File: config.mk
export PLATFORM = sky130hd
export DESIGN_NAME = stream_writer
export DESIGN_NICKNAME = d
export VERILOG_FILES = /design/src/rtl/stream_writer.sv
export SDC_FILE = /design/constraint.sdc
export NUM_CORES = 1
export LEC_CHECK = 0
export ABC_AREA = 1
export BUFFER_PORTS_ARGS = -buffer_cell sky130_fd_sc_hd__buf_2
export CAP_MARGIN = 0
export CORE_MARGIN = 8
export CORE_UTILIZATION = 55
export DETAILED_ROUTE_END_ITERATION = 12
export PLACE_DENSITY = 0.8
export SLEW_MARGIN = 20
export SYNTH_ARGS = -nofsm -noshare
export SYNTH_HDL_FRONTEND = slang
export SYNTH_SLANG_ARGS = --single-unit
File: constraint.sdc
create_clock -name clk -period 2 [get_ports clk]
set_input_delay 0.1 -clock clk [delete_from_list [all_inputs] [get_ports clk]]
set_output_delay 0.1 -clock clk [all_outputs]
set_load 0.01 [all_outputs]
File: src/rtl/stream_writer.sv
// Sinks a valid/ready word stream into one BRAM write port, writing consecutive
// addresses in [start, limit) and raising done when the range is filled.
module stream_writer #(
  parameter int DWIDTH = 32,
  parameter int WORDS = 1 << 12,
  localparam int SIZE = $clog2(WORDS)
) (
  input  logic              clk,
  input  logic              rst_n,
  input  logic              en,
  input  logic [DWIDTH-1:0] start,
  input  logic [DWIDTH-1:0] limit,
  input  logic              in_valid,
  input  logic [DWIDTH-1:0] datai,
  output logic              in_ready,
  output logic              we,
  output logic [SIZE-1:0]   addr,
  output logic [DWIDTH-1:0] datao,
  output logic [DWIDTH-1:0] count,
  output logic              done
);

  typedef enum logic [1:0] {
    IDLE = 2'd0,
    RUN  = 2'd1,
    FIN  = 2'd2
  } state_t;

  localparam logic [DWIDTH-1:0] ONE = {{(DWIDTH-1){1'b0}}, 1'b1};

  state_t            state_r;
  state_t            next_state_s;
  logic              in_ready_r;
  logic              we_r;
  logic              done_r;
  logic [SIZE-1:0]   addr_r;
  logic [DWIDTH-1:0] datao_r;
  logic [DWIDTH-1:0] count_r;
  logic [DWIDTH-1:0] ptr_r;
  logic [DWIDTH-1:0] lim_r;
  logic [DWIDTH-1:0] ptr_inc_s;
  logic              accept_s;
  logic              launch_s;

  // Next-state decode; an abort (en low in RUN) wins over reaching the limit.
  always_comb begin
    next_state_s = state_r;
    ptr_inc_s    = ptr_r + ONE;
    accept_s     = in_ready_r & in_valid;
    launch_s     = 1'b0;
    case (state_r)
      IDLE: begin
        if (en) begin
          launch_s     = 1'b1;
          next_state_s = (limit <= start) ? FIN : RUN;
        end else begin
          next_state_s = IDLE;
        end
      end
      RUN: begin
        if (!en) begin
          next_state_s = IDLE;
        end else if (accept_s && (ptr_inc_s == lim_r)) begin
          next_state_s = FIN;
        end else begin
          next_state_s = RUN;
        end
      end
      FIN: begin
        if (!en) begin
          next_state_s = IDLE;
        end else begin
          next_state_s = FIN;
        end
      end
      default: next_state_s = IDLE;
    endcase
  end

  // State, handshake and BRAM write-port registers.
  always_ff @(posedge clk or negedge rst_n) begin
    if (!rst_n) begin
      state_r    <= IDLE;
      in_ready_r <= 1'b0;
      we_r       <= 1'b0;
      done_r     <= 1'b0;
      addr_r     <= {SIZE{1'b0}};
      datao_r    <= {DWIDTH{1'b0}};
      count_r    <= {DWIDTH{1'b0}};
      ptr_r      <= {DWIDTH{1'b0}};
      lim_r      <= {DWIDTH{1'b0}};
    end else begin
      state_r    <= next_state_s;
      in_ready_r <= (next_state_s == RUN);
      done_r     <= (next_state_s == FIN);
      we_r       <= accept_s;
      if (accept_s) begin
        addr_r  <= ptr_r[SIZE-1:0];
        datao_r <= datai;
        ptr_r   <= ptr_inc_s;
        count_r <= count_r + ONE;
      end
      if (launch_s) begin
        ptr_r   <= start;
        lim_r   <= limit;
        count_r <= {DWIDTH{1'b0}};
      end
    end
  end

  assign in_ready = in_ready_r;
  assign we       = we_r;
  assign addr     = addr_r;
  assign datao    = datao_r;
  assign count    = count_r;
  assign done     = done_r;

endmodule
Yosys cells after proc, flatten, opt, wreduce, memory -nomap -nowiden
Cells that the tools add are included.
{ "op_classes": {"n_addsub": 2, "n_mul": 0, "div_mod_pow": 0, "n_lt_le_gt_ge": 1, "eq_ne": 5, "shift": 0, "muxes": 12, "bitwise": 1, "reduce_logical": 3} }
{ "ops": {"columns": ["operator", "n"], "rows": [
  ["$mux 32", 4],
  ["$add 32x1->32 const B", 2],
  ["$eq 32x32->1", 1],
  ["$le 32x32->1", 1],
  ["$mux 2", 5],
  ["$pmux 2 s3", 1],
  ["$eq 2x1->1 const B", 2],
  ["$eq 2x2->1 const B", 2],
  ["$logic_not 2->1", 1],
  ["$mux 1", 2],
  ["$reduce_bool 2->1", 1],
  ["$and 1x1->1", 1],
  ["$logic_and 1x1->1", 1]
]} }
{ "totals": {"regBits": 145, "latch_bits": 0, "ramBits": 0, "rom_bits": 0, "out_inout_bits": 79, "memories": 0} }

Logic depth before layout (Yosys ltp)
Gate-level depths: netlist of the first run.
{ "logic_depth": {"ltp_word": 7, "ltp_mapped": 17, "mapped_depth_nobuf": 17} }

Least setup slack after synthesis of the first run
OpenSTA, ideal clock, no wires.
{ "synth_timing": {"kind": "register -> register", "from": "register count_r[0] (netlist: count[0])", "to": "register count_r[12] (netlist: count[12])", "setup_ns": 0.121, "t_arrival_ns": 1.795, "setup_slack_ns": 0.083, "stages_incl_launch_ff": 11, "path_buffers": 0, "synth_period_minus_slack_ns": 1.917, "path_cell_list": "dfrtp_1 ha_1 inv_1 nor3_1 nand3_1 nor2_1 nand2_1 nor4_1 nand2_1 o21ai_0 nor2_1"} }
{ "synth_between": {"elab_chain_len": 3} }
{ "synth_rtl": {"columns": ["item", "line_no", "source"], "rows": [
  ["from (decl)", "38", "logic [DWIDTH-1:0] count_r;"],
  ["from (signal assigned)", "89", "count_r <= {DWIDTH{1'b0}};"],
  ["from (signal assigned)", "101", "count_r <= count_r + ONE;"],
  ["from (signal assigned)", "106", "count_r <= {DWIDTH{1'b0}};"],
  ["$add 32x1->32", "101", null],
  ["$mux 32", "97", "if (accept_s) begin"],
  ["$mux 32", "103", "if (launch_s) begin"]
]} }
No other way between the ends. The select of a mux whose other input is x is not followed.
A chain may end at the register's enable or synchronous reset.

Worst setup path after layout of the first run
{ "layout_timing": {"from": "register ptr_r[0]", "to": "register in_ready_r (netlist: in_ready)"} }
{ "layout_between": {"elab_chain_len": 7} }
{ "layout_rtl": {"columns": ["item", "line_no", "source"], "rows": [
  ["from (decl)", "39", "logic [DWIDTH-1:0] ptr_r;"],
  ["from (signal assigned)", "90", "ptr_r <= {DWIDTH{1'b0}};"],
  ["from (signal assigned)", "100", "ptr_r <= ptr_inc_s;"],
  ["from (signal assigned)", "104", "ptr_r <= start;"],
  ["$add 32x1->32", "48", "ptr_inc_s = ptr_r + ONE;"],
  ["$eq 32x32->1", "63", "end else if (accept_s && (ptr_inc_s == lim_r)) begin"],
  ["$logic_and 1x1->1", "63", null],
  ["$mux 2", "63", null],
  ["$mux 2", "61", "if (!en) begin"],
  ["$pmux 2 s3", "51", "case (state_r)"],
  ["$eq 2x1->1", "94", "in_ready_r <= (next_state_s == RUN);"],
  ["to (signal assigned)", "94", null],
  ["to (decl)", "33", "logic in_ready_r;"]
]} }
No other way between the ends.

==> flow_metrics.py, run 1 <==
metrics = {
    "status": {
        "status": "finished, violations left",
        "violations": "negative setup slack",
    },
    "detailed_routing": {
        "post_drt_wl_per_cell_um": 17.3,
        "antenna_left": 0,
        "dr.first_iter.drc_count": 1003,
        "drt_first_pass_iters": 7,
        "post_drt_via_cell_ratio": 5.55,
        "remaining_drc_errors": 0,
        "detailroute.via_count": 9811,
        "drt-total-wl_mm": 30.7,
    },
    "sta": {
        "final_min_period_over_clock_period_pct": 107,
        "clock_skew_ps": 9.01,
        "final_critical_path_setup_slack_ps": -131,
        "final_max_slew_viol_count": 0,
        "layout_min_cycle_time_ps": 2130,
        "max_slew.worst_pin.slew_ps": 492,
        "setup_viol": 4,
        "setup_tns_ps": -495,
        "grt_setup_unrepaired": "true",
        "max_clock_freq_ghz": 0.469,
        "worst_slew_margin_rel_pct": 67.2,
        "hold_violations": 0,
    },
    "setup_path": {
        "worstPathRequired_ps": 2310,
        "critical_path_peak_fanout": 4,
        "timing.critical_path.arrival_ps": 2450,
        "critPathCaptureType": "register",
        "start_kind": "register",
        "critPathKind": "reg2reg",
    },
    "final_layout": {
        "layout.cells.most_common_list": "460 x sky130_fd_sc_hd__nand2_1, 177 x sky130_fd_sc_hd__buf_2, 141 x sky130_fd_sc_hd__dfrtp_1",
        "syn2layout_area_growth_pct": 39.0,
        "final_util_pct": 77.4,
        "num-fill-cells": 1159,
        "drive_above_1_share_pct": 25.5,
        "most_frequent_standard_cell_in_the_layout_excluding_fill_and_tap_cells": "sky130_fd_sc_hd__nand2_1",
        "finish.net_count": 1673,
    },
    "floorplanning": {
        "die_width_um": 142,
        "core_area_um2": 15700,
        "placementRows": 46,
        "die_height_um": 142,
        "ios": 179,
        "effective_utilization_at_floorplan_pct": 55.7,
        "design.die.area_um2": 20100,
    },
    "placed_design": {
        "io_buffer_count": 178,
        "dp_slack_ps": -207,
        "globalplace.congestion": 0.937,
        "post-dp-hpwl_mm": 21.1,
    },
    "power_and_ir_drop": {
        "netSwitchingFraction_pct": 40.4,
        "power_internal_uw": 8270,
        "total_power_density_per_cell_area_nw_per_um2": 1150,
        "switching_power_uw": 5610,
        "clkPwrFrac_pct": 24.2,
        "combinationalPowerShare_pct": 40.8,
        "static-leakage-power_uw": 0.00627,
        "seq_power_share_pct": 35.0,
        "power_uw": 13900,
        "vdd.ir_drop.worst_v": 0.000794,
    },
    "clock_tree": {
        "clk_pin_slew_ps": 60,
        "clk-insertion-delay-late_ps": 430,
        "cts_buffers": 17,
        "htree_num_levels": 4,
        "root_buffer": "sky130_fd_sc_hd__clkbuf_16",
        "numClockSinks": 145,
        "cts_tree": "yes",
        "clockBufferDepth": 2,
    },
    "yosys": {
        "combined_area_of_all_synthesized_cells_um2": 8710,
        "syn_nets": 1336,
        "syn-mean-instance-area_um2": 7.25,
        "synthesis.yosys.warnings": 0,
        "post-synth-top-area-cell": "sky130_fd_sc_hd__dfrtp_1",
        "synth-seq-cells": 145,
        "yosys.area.top_type_share_pct": 41.6,
        "synth.top_cells.by_area": "sky130_fd_sc_hd__dfrtp_1 42%, sky130_fd_sc_hd__nand2_1 21%, sky130_fd_sc_hd__inv_1 5.4%",
        "syn_inst": 1202,
        "synth_cell_types": 37,
        "sequential_element_share_of_the_synthesized_area_pct": 41.6,
    },
    "global_route": {
        "grt-ovfl-total": 0,
        "first_global_vias": 9671,
        "first_pass_grt_wire_length_mm": 48.3,
        "grt_start_max_net_pins": 49,
        "grt_antenna_before_repair": 1,
        "grtUsageTotal_pct": 30.4,
    },
    "worst_hold_path": {
        "min-delay-path-class": "in2reg",
    },
    "flow_run": {
        "drv_cap": 0,
    },
}
-- per-layer routing --
| layer | share of wire, % | vias to the layer above | GRT usage (%) |
|---|---|---|---|
| li1 | - | 4572 | - |
| met1 | 40 | 4631 | 36.8 |
| met2 | 49 | 490 | 50.6 |
| met3 | 7.3 | 118 | 6.49 |
| met4 | 4.5 | 0 | 14.5 |
| met5 | 0 | - | 0 |
-- power by group through the flow --
| stage | Combinational [uW] | Clock [uW] | Sequential (uW) |
|---|---|---|---|
| 2_1_floorplan | 2650 | 0 | 4880 |
| 3_3_place_gp | 4970 | 0 | 4740 |
| 3_5_place_dp | 5080 | 0 | 4750 |
| 4_1_cts | 5320 | 3360 | 4740 |
| 5_1_grt | 6230 | 3470 | 4950 |
| 6_report | 5670 | 3360 | 4850 |
-- critical path: stages (launching register included) --
cell and delay (ps):
sky130_fd_sc_hd__dfrtp_2 450, sky130_fd_sc_hd__ha_4 290, sky130_fd_sc_hd__inv_2 30, sky130_fd_sc_hd__a21oi_2 100, sky130_fd_sc_hd__nand3_1 100, sky130_fd_sc_hd__nor2_1 150
sky130_fd_sc_hd__nand3_1 120, sky130_fd_sc_hd__nor2_2 170, sky130_fd_sc_hd__nand2_2 100, sky130_fd_sc_hd__nor2_2 100, sky130_fd_sc_hd__nand2_1 70, sky130_fd_sc_hd__nor2_2 120
sky130_fd_sc_hd__nand3_1 80, sky130_fd_sc_hd__nand2_1 80, sky130_fd_sc_hd__nand2_1 50
-- layout make-up --
| type | instances | area, um2 | share of cell area (%) |
|---|---|---|---|
| Multi-Input combinational cell | 895 | 4700 | 38.8 |
| Sequential cell | 145 | 3630 | 30.0 |
| Antenna cell | 1 | 2.50 | 0.0207 |
| Inverter | 129 | 489 | 4.04 |
| Tap cell | 216 | 270 | 2.23 |
| Timing Repair Buffer | 351 | 2400 | 19.8 |
| Clock inverter | 12 | 148 | 1.22 |
| Clock buffer | 20 | 467 | 3.85 |
-- worst paths after layout --
| check | start | to | slack (ps) | cells past startpoint |
|---|---|---|---|---|
| max | ptr_r[0] | in_ready | -130 | 14 |
| min | start[21] | ptr_r[21] | 3 | 3 |
| max reg2reg | ptr_r[0] | in_ready | -130 | 14 |
| min reg2reg | datao[25] | datao[25] | 480 | 2 |
| max in group asynchronous | rst_n | datao[21] | 1090 | 3 |
| min in group asynchronous | rst_n | we | 170 | 2 |
-- registers in the layout (all words and copies together), names as in the netlist --
signal and count:
count 32, datao 32, lim_r 32, ptr_r 32, addr 12, state_r 2, done 1, in_ready 1
we 1
-- per-stage QoR --
step / cells / instance area [um2] / hold slack [ps]
2_1_floorplan: 1202 / 8710 / -196
3_5_place_dp: 1656 / 10500 / 67.9
4_1_cts: 1761 / 11900 / 0.667
6_report: 1769 / 12100 / 3.14
5_1_grt: 1769 / 12100 / 6.64
3_3_place_gp: 1656 / 10500 / 63.2
-- cell families after synthesis --
logic type | count (synthesis) | synth area share (%)
adder cells (fa/ha/maj) | 34 | 4.88
flip-flops | 145 | 41.6
buffers and inverters | 162 | 6.99
XOR/XNOR | 21 | 2.28
AO/OA/AOI/OAI | 127 | 9.19
AND/OR/NAND/NOR | 713 | 35.0
-- Yosys cell counts (all sizes together) --
cell type / number
nand2: 487
dfrtp: 145
inv: 127
nor2: 90
nand3: 70
o21ai: 48
ha: 34
o221ai: 32
a21oi: 29
clkbuf: 28
nor3: 25
nand3b: 15
xor2: 13
o31ai: 12
nand4: 10
nor4: 10
xnor2: 7
buf: 5
and2: 2
clkinv: 2
o21a: 2
o21bai: 2
or2: 2
a22oi: 1
nor3b: 1
nor4b: 1
o211ai: 1
xor3: 1
-- timing repair --
action / in CTS / in global routing
setup endpoints to repair: 6 / 54
buffers inserted: 0 / 7
endpoints found under the hold margin: 121 / 0
resized for setup: 17 / 57
pin swaps: 10 / 34
hold buffers: 73 / 0
(Power assumes the default switching activity.)
==> run 2: changes to the inputs <==
ABC_AREA = unset   (was 1)
PLACE_DENSITY = 0.81   (was 0.8)
TNS_END_PERCENT = 30   (was unset)
==> run 2 against run 1 <==
The run still ends with negative setup slack left. Register-to-register slack got worse by 530 ps. Synthesized cell count decreased by 26%. Cell count decreased by 18%. Fmax decreased by 20%. Sequential power decreased by 12%. Non-clock buffer count increased by 34. Critical path depth decreased by 6.
==> flow_metrics.py, run 2 <==
metrics = {
    "clock_tree": {
        "cts_tree": "yes",
        "numClockSinks": 145,
        "clk_pin_slew_ps": 60,
        "htree_num_levels": 4,
        "clk-insertion-delay-late_ps": 430,
        "cts_buffers": 17,
        "clockBufferDepth": 2,
        "root_buffer": "sky130_fd_sc_hd__clkbuf_16",
    },
    "power_and_ir_drop": {
        "vdd.ir_drop.worst_v": 0.000760,
        "total_power_density_per_cell_area_nw_per_um2": 989,
        "static-leakage-power_uw": 0.00575,
    },
    "sta": {
        "clock_skew_ps": 10.8,
        "grt_setup_unrepaired": "true",
        "setup_viol": 15,
        "hold_slack_ps": 21.0,
        "final_critical_path_setup_slack_ps": -657,
        "worst_slew_margin_rel_pct": 55.1,
        "max_slew.worst_pin.slew_ps": 665,
        "final_max_slew_viol_count": 0,
        "setup_tns_ps": -4390,
        "hold_violations": 0,
        "max_clock_freq_ghz": 0.376,
        "layout_min_cycle_time_ps": 2660,
        "final_min_period_over_clock_period_pct": 133,
    },
    "status": {
        "status": "finished, violations left",
        "violations": "negative setup slack",
    },
    "placed_design": {
        "post-dp-hpwl_mm": 16.8,
        "dp_slack_ps": -412,
        "placed_cells_incl_taps": 1331,
        "dpl-instance-area_um2": 10000,
        "io_buffer_count": 178,
        "globalplace.congestion": 0.946,
    },
    "yosys": {
        "synthArstFlopShare_pct": 100,
        "synth.mux.area_fraction_pct": 4.85,
        "yosys_most_used_dff": "sky130_fd_sc_hd__dfrtp_1",
        "yosys.area.top_type_share_pct": 45.1,
        "yosys.cell_count.top_type": "sky130_fd_sc_hd__nand2_1",
        "yosys.area_share.xor_xnor_pct": 11.1,
        "synth-seq-cells": 145,
        "syn_nets": 1025,
        "combined_area_of_all_synthesized_cells_um2": 8050,
        "syn-mean-instance-area_um2": 9.04,
        "post-synth-top-area-cell": "sky130_fd_sc_hd__dfrtp_1",
        "synth-simple-area-share_pct": 22.9,
        "synth_top_family_by_area": "simple AND/OR/NAND/NOR gates",
        "area_fraction_in_compound_gates_after_synthesis_pct": 7.01,
        "synth.top_cells.by_area": "sky130_fd_sc_hd__dfrtp_1 45%, sky130_fd_sc_hd__nand2_1 9.4%, sky130_fd_sc_hd__xnor2_1 6.4%",
        "sequential_element_share_of_the_synthesized_area_pct": 45.1,
        "synth_commonest_cells": "202 x sky130_fd_sc_hd__nand2_1, 145 x sky130_fd_sc_hd__dfrtp_1, 69 x sky130_fd_sc_hd__nor2_1",
        "syn_inst": 891,
        "synthesis.yosys.warnings": 0,
        "post_synth_fa_ha_maj_area_fraction_pct": 5.28,
        "synth_enable_flop_cells": 0,
        "synth_cell_types": 52,
    },
    "detailed_routing": {
        "drt-total-wl_mm": 26.7,
        "post_drt_via_cell_ratio": 5.66,
        "dr.first_iter.drc_count": 792,
        "detailroute.via_count": 8223,
        "remaining_drc_errors": 0,
        "drt_first_pass_iters": 5,
        "antenna_left": 0,
        "post_drt_wl_per_cell_um": 18.4,
    },
    "final_layout": {
        "layout.cell_area.non_filler_um2": 11700,
        "finish.net_count": 1390,
        "num-fill-cells": 851,
        "syn2layout_area_growth_pct": 45.1,
        "layout.cells.non_filler": 1453,
        "n_antenna_cell": 0,
        "drive_above_1_share_pct": 32.5,
        "layout.cells.most_common_list": "194 x sky130_fd_sc_hd__nand2_1, 177 x sky130_fd_sc_hd__buf_2, 143 x sky130_fd_sc_hd__dfrtp_1",
        "most_frequent_standard_cell_in_the_layout_excluding_fill_and_tap_cells": "sky130_fd_sc_hd__nand2_1",
    },
    "floorplanning": {
        "design.die.area_um2": 18800,
        "die_height_um": 137,
        "placementRows": 44,
        "ios": 179,
        "core_area_um2": 14400,
        "effective_utilization_at_floorplan_pct": 55.8,
        "die_width_um": 137,
    },
    "flow_run": {
        "drv_cap": 0,
    },
    "setup_path": {
        "timing.critical_path.arrival_ps": 3010,
        "critPathCaptureType": "register",
        "critical_path_peak_fanout": 4,
        "critPathKind": "reg2reg",
        "start_kind": "register",
        "worstPathRequired_ps": 2360,
    },
    "global_route": {
        "grtUsageTotal_pct": 28.1,
        "grt_antenna_before_repair": 0,
        "first_global_vias": 8402,
        "grt_start_max_net_pins": 87,
        "grt-ovfl-total": 0,
        "first_pass_grt_wire_length_mm": 41.7,
    },
    "worst_hold_path": {
        "min-delay-path-class": "in2reg",
    },
}
## run 2: cell count changes after synthesis, sizes merged, moves of 10 or more
cell | before | now
nand2 | 487 | 202
inv | 127 | 40
xnor2 | 7 | 59
nand3 | 70 | 29
mux2 | 0 | 32
o221ai | 32 | 0
xor2 | 13 | 43
nor2 | 90 | 69
and3 | 0 | 15
nand3b | 15 | 1
nor3 | 25 | 13
nand4 | 10 | 20
## run 2: kinds of logic after synthesis
family          count (synthesis)
simple gates                  399
fa+ha+maj                      34
buf+inv                        79
xor+xnor                      102
compound gates                 97
flops                         145
mux                            35
## run 2: final timing paths
check	cells past startpoint	slack (ps)	from	endpoint
worst max register to register	8	-660	ptr_r[8]	state_r[1]
worst min register to register	2	470	datao[19]	datao[19]
min in group asynchronous	2	180	rst_n	count[22]
max in group asynchronous	3	1160	rst_n	lim_r[26]
worst min-delay path	4	20	start[27]	ptr_r[27]
worst max-delay path	8	-660	ptr_r[8]	state_r[1]
## run 2: timing repair
item | CTS | global route
gates resized for setup | 25 | 28
setup buffers | 0 | 3
endpoints found under the hold margin | 135 | 0
pin swaps | 4 | 8
hold buffers | 87 | 0
setup endpoints to repair | 18 | 30
## run 2: power by group
| group | internal [uW] | switching [uW] | leakage, uW |
|---|---|---|---|
| Sequential | 3700 | 582 | 0.00182 |
| Clock | 1910 | 1290 | 0.000280 |
| Combinational | 1870 | 2210 | 0.00365 |
## run 2: per-layer routing
layer | global-route usage (%) | vias up | part of all wire [%]
li1 | - | 3735 | -
met1 | 32.1 | 3919 | 36
met2 | 49.0 | 432 | 50
met3 | 6.39 | 137 | 8.6
met4 | 12.9 | 0 | 4.7
met5 | 0 | - | 0
## run 2: worst max-delay path, cell delays in order (launching register included)
cell	delay, ps
sky130_fd_sc_hd__dfrtp_1	440
sky130_fd_sc_hd__nand3_2	140
sky130_fd_sc_hd__or4_4	610
sky130_fd_sc_hd__nor3b_4	230
sky130_fd_sc_hd__a31oi_1	130
sky130_fd_sc_hd__nand4b_1	310
sky130_fd_sc_hd__nor4_2	370
sky130_fd_sc_hd__buf_4	190
sky130_fd_sc_hd__a32o_1	160
## run 2: stage by stage
stage / util (%) / total power (uW)
after global routing: 81.0 / 12100
after CTS: 80.1 / 11300
after global placement: 69.4 / 7740
after detailed placement: 69.4 / 7900
final: 81.0 / 11600
after floorplan: - / 6330
## run 2: cell type report
cell class / instances / area, um2 / share of cell area, %
Inverter: 40 / 150 / 1.28
Tap cell: 184 / 230 / 1.97
Timing Repair Buffer: 385 / 2720 / 23.3
Clock inverter: 11 / 131 / 1.12
Multi-Input combinational cell: 667 / 4360 / 37.3
Sequential cell: 145 / 3630 / 31.1
Clock buffer: 21 / 460 / 3.94
==> run 3: changes to the inputs <==
CORE_UTILIZATION = 50   (was 55)
PLACE_DENSITY = 0.77   (was 0.81)
clock period = 2.35 ns   (was 2 ns; I/O delays follow)
==> run 3 against run 2 <==
The run still ends with negative setup slack left. Clock skew is 4.9 ps higher. Critical path type unchanged. Largest cell class unchanged. Flip-flop and latch count unchanged. Utilization is 9.9 points lower. Total power down 17%. Combinational power down 22%. Highest routed layer unchanged.
==> flow_metrics.py, run 3 (same netlist as run 2, synthesis figures left out) <==
metrics = {
    "final_layout": {
        "finish.net_count": 1342,
        "syn2layout_area_growth_pct": 39.9,
        "drive_above_1_share_pct": 27.8,
        "most_frequent_standard_cell_in_the_layout_excluding_fill_and_tap_cells": "sky130_fd_sc_hd__nand2_1",
        "num-fill-cells": 1087,
        "register_area_um2": 3630,
        "multi_input_comb_area_um2": 4240,
        "layout.cells.non_filler": 1439,
        "layout.cells.most_common_list": "200 x sky130_fd_sc_hd__nand2_1, 177 x sky130_fd_sc_hd__buf_2, 144 x sky130_fd_sc_hd__dfrtp_1",
    },
    "setup_path": {
        "critical_path_peak_fanout": 4,
        "crit_path_frequent_cell": "sky130_fd_sc_hd__buf_4",
        "critPathKind": "reg2reg",
        "start_kind": "register",
        "timing.critical_path.buf_inv": 3,
        "critical-path-max-stage-delay_ps": 540,
        "timing.critical_path.arrival_ps": 2770,
        "critPathSlowestCell": "sky130_fd_sc_hd__or4_4",
        "worstPathRequired_ps": 2700,
        "cp_cell_sequence": "buf_4, nand4_1, or4_4, buf_4, o31ai_1, and3_1, o211ai_1, nor4_2, buf_4, a32o_1",
        "crit_family": "simple AND/OR/NAND/NOR gates",
        "critPathCaptureType": "register",
    },
    "clock_tree": {
        "clk_pin_slew_ps": 70,
        "htree_num_levels": 4,
        "numClockSinks": 145,
        "cts_tree": "yes",
        "clk-insertion-delay-late_ps": 430,
        "clockBufferDepth": 2,
        "cts_buffers": 17,
        "root_buffer": "sky130_fd_sc_hd__clkbuf_16",
    },
    "floorplanning": {
        "ios": 179,
        "die_width_um": 143,
        "core_area_um2": 15800,
        "effective_utilization_at_floorplan_pct": 50.9,
        "design.die.area_um2": 20400,
        "die_height_um": 143,
        "placementRows": 46,
    },
    "power_and_ir_drop": {
        "vdd.ir_drop.worst_v": 0.000631,
        "total_power_density_per_cell_area_nw_per_um2": 851,
        "power_uw": 9580,
        "static-leakage-power_uw": 0.00544,
    },
    "sta": {
        "final_critical_path_setup_slack_ps": -64.3,
        "clock_skew_ps": 15.6,
        "final_max_slew_viol_count": 0,
        "grt_setup_unrepaired": "true",
        "max_slew.worst_pin.slew_ps": 541,
        "layout_min_cycle_time_ps": 2410,
        "setup_tns_ps": -204,
        "setup_viol": 4,
        "final_min_period_over_clock_period_pct": 103,
        "hold_violations": 0,
        "max_clock_freq_ghz": 0.414,
        "worst_slew_margin_rel_pct": 63.9,
    },
    "global_route": {
        "grt_antenna_before_repair": 0,
        "grt_start_max_net_pins": 87,
        "grtUsageTotal_pct": 23.9,
        "grt-ovfl-total": 0,
        "first_global_vias": 7765,
        "first_pass_grt_wire_length_mm": 38.8,
    },
    "detailed_routing": {
        "drt-total-wl_mm": 24.0,
        "remaining_drc_errors": 0,
        "antenna_left": 0,
        "drt_first_pass_iters": 5,
        "post_drt_wl_per_cell_um": 16.7,
        "post_drt_via_cell_ratio": 5.26,
        "detailroute.via_count": 7574,
        "dr.first_iter.drc_count": 475,
    },
    "status": {
        "violations": "negative setup slack",
        "status": "finished, violations left",
    },
    "placed_design": {
        "placed_cells_incl_taps": 1306,
        "io_buffer_count": 178,
        "globalplace.congestion": 0.947,
        "post-dp-hpwl_mm": 16.1,
    },
    "flow_run": {
        "drv_cap": 0,
    },
    "worst_hold_path": {
        "min-delay-path-class": "in2reg",
    },
}
==> run 3: cell count changes in the layout (fill, tap and decap cells not counted), sizes merged <==
cell / previous run / this run
buf: 297 / 242
dlygate4sd3: 87 / 95
clkinv: 6 / 2
clkbuf: 22 / 17
clkinvlp: 3 / 2
inv: 40 / 49
diode: 0 / 2
==> run 3: area by class of cell <==
type | count | area share [%]
tap | 216 | 2.40
multi-input combinational | 667 | 37.7
timing repair buffer | 337 | 21.0
clock inverter | 15 | 1.51
sequential | 145 | 32.2
clock buffer | 17 | 3.78
inverter | 40 | 1.33
antenna | 2 | 0.0444
==> run 3: power by group <==
group          switching [uW]  total, uW  leakage [uW]  internal [uW]
registers                 499       3640       0.00182           3140
clock network            1160       2760      0.000288           1600
logic                    1690       3180       0.00333           1490
==> run 3: final timing paths <==
kind                                from   endpoint  slack, ps  cells past startpoint
worst max-delay path            ptr_r[9]       done        -60                     10
worst min-delay path            start[7]   ptr_r[7]         30                      3
worst max register to register  ptr_r[9]       done        -60                     10
worst min register to register   addr[8]    addr[8]        470                      2
max in group asynchronous          rst_n  ptr_r[15]       1470                      3
min in group asynchronous          rst_n  count[22]        140                      2
==> run 3: layer usage <==
| metal | vias to the layer above | GRT usage, % | part of all wire (%) |
|---|---|---|---|
| li1 | 3636 | - | - |
| met1 | 3603 | 27.8 | 40 |
| met2 | 276 | 41.4 | 50 |
| met3 | 59 | 5.24 | 6.2 |
| met4 | 0 | 10.5 | 3.3 |
| met5 | - | 0 | 0 |
==> run 3: through the flow <==
| stage | utilization [%] | worst slack, ps | hold slack, ps | cell area [um2] |
|---|---|---|---|---|
| after CTS | 70.3 | -55.7 | 2.11 | 11100 |
| after detailed placement | 60.5 | -40.6 | 25.6 | 9580 |
| after global placement | 60.5 | 24.7 | 23.2 | 9580 |
| after global routing | 71.1 | -143 | 20.9 | 11300 |
| after floorplan | - | -2.69 | -178 | 8080 |
| final | 71.2 | -64.3 | 32.0 | 11300 |
==> run 3: repair_timing <==
item,in CTS,in global routing
endpoints found under the setup margin,4,10
resized for setup,0,22
pin swaps,0,9
hold endpoints to repair,210,0
hold buffers,95,0
buffers inserted,0,4
==> run 3: tightest hold or removal path, delay by kind of cell <==
family / cells / cell delay [ps]
AOI/OAI and AO/OA: 1 / 90
buffers and inverters: 2 / 210
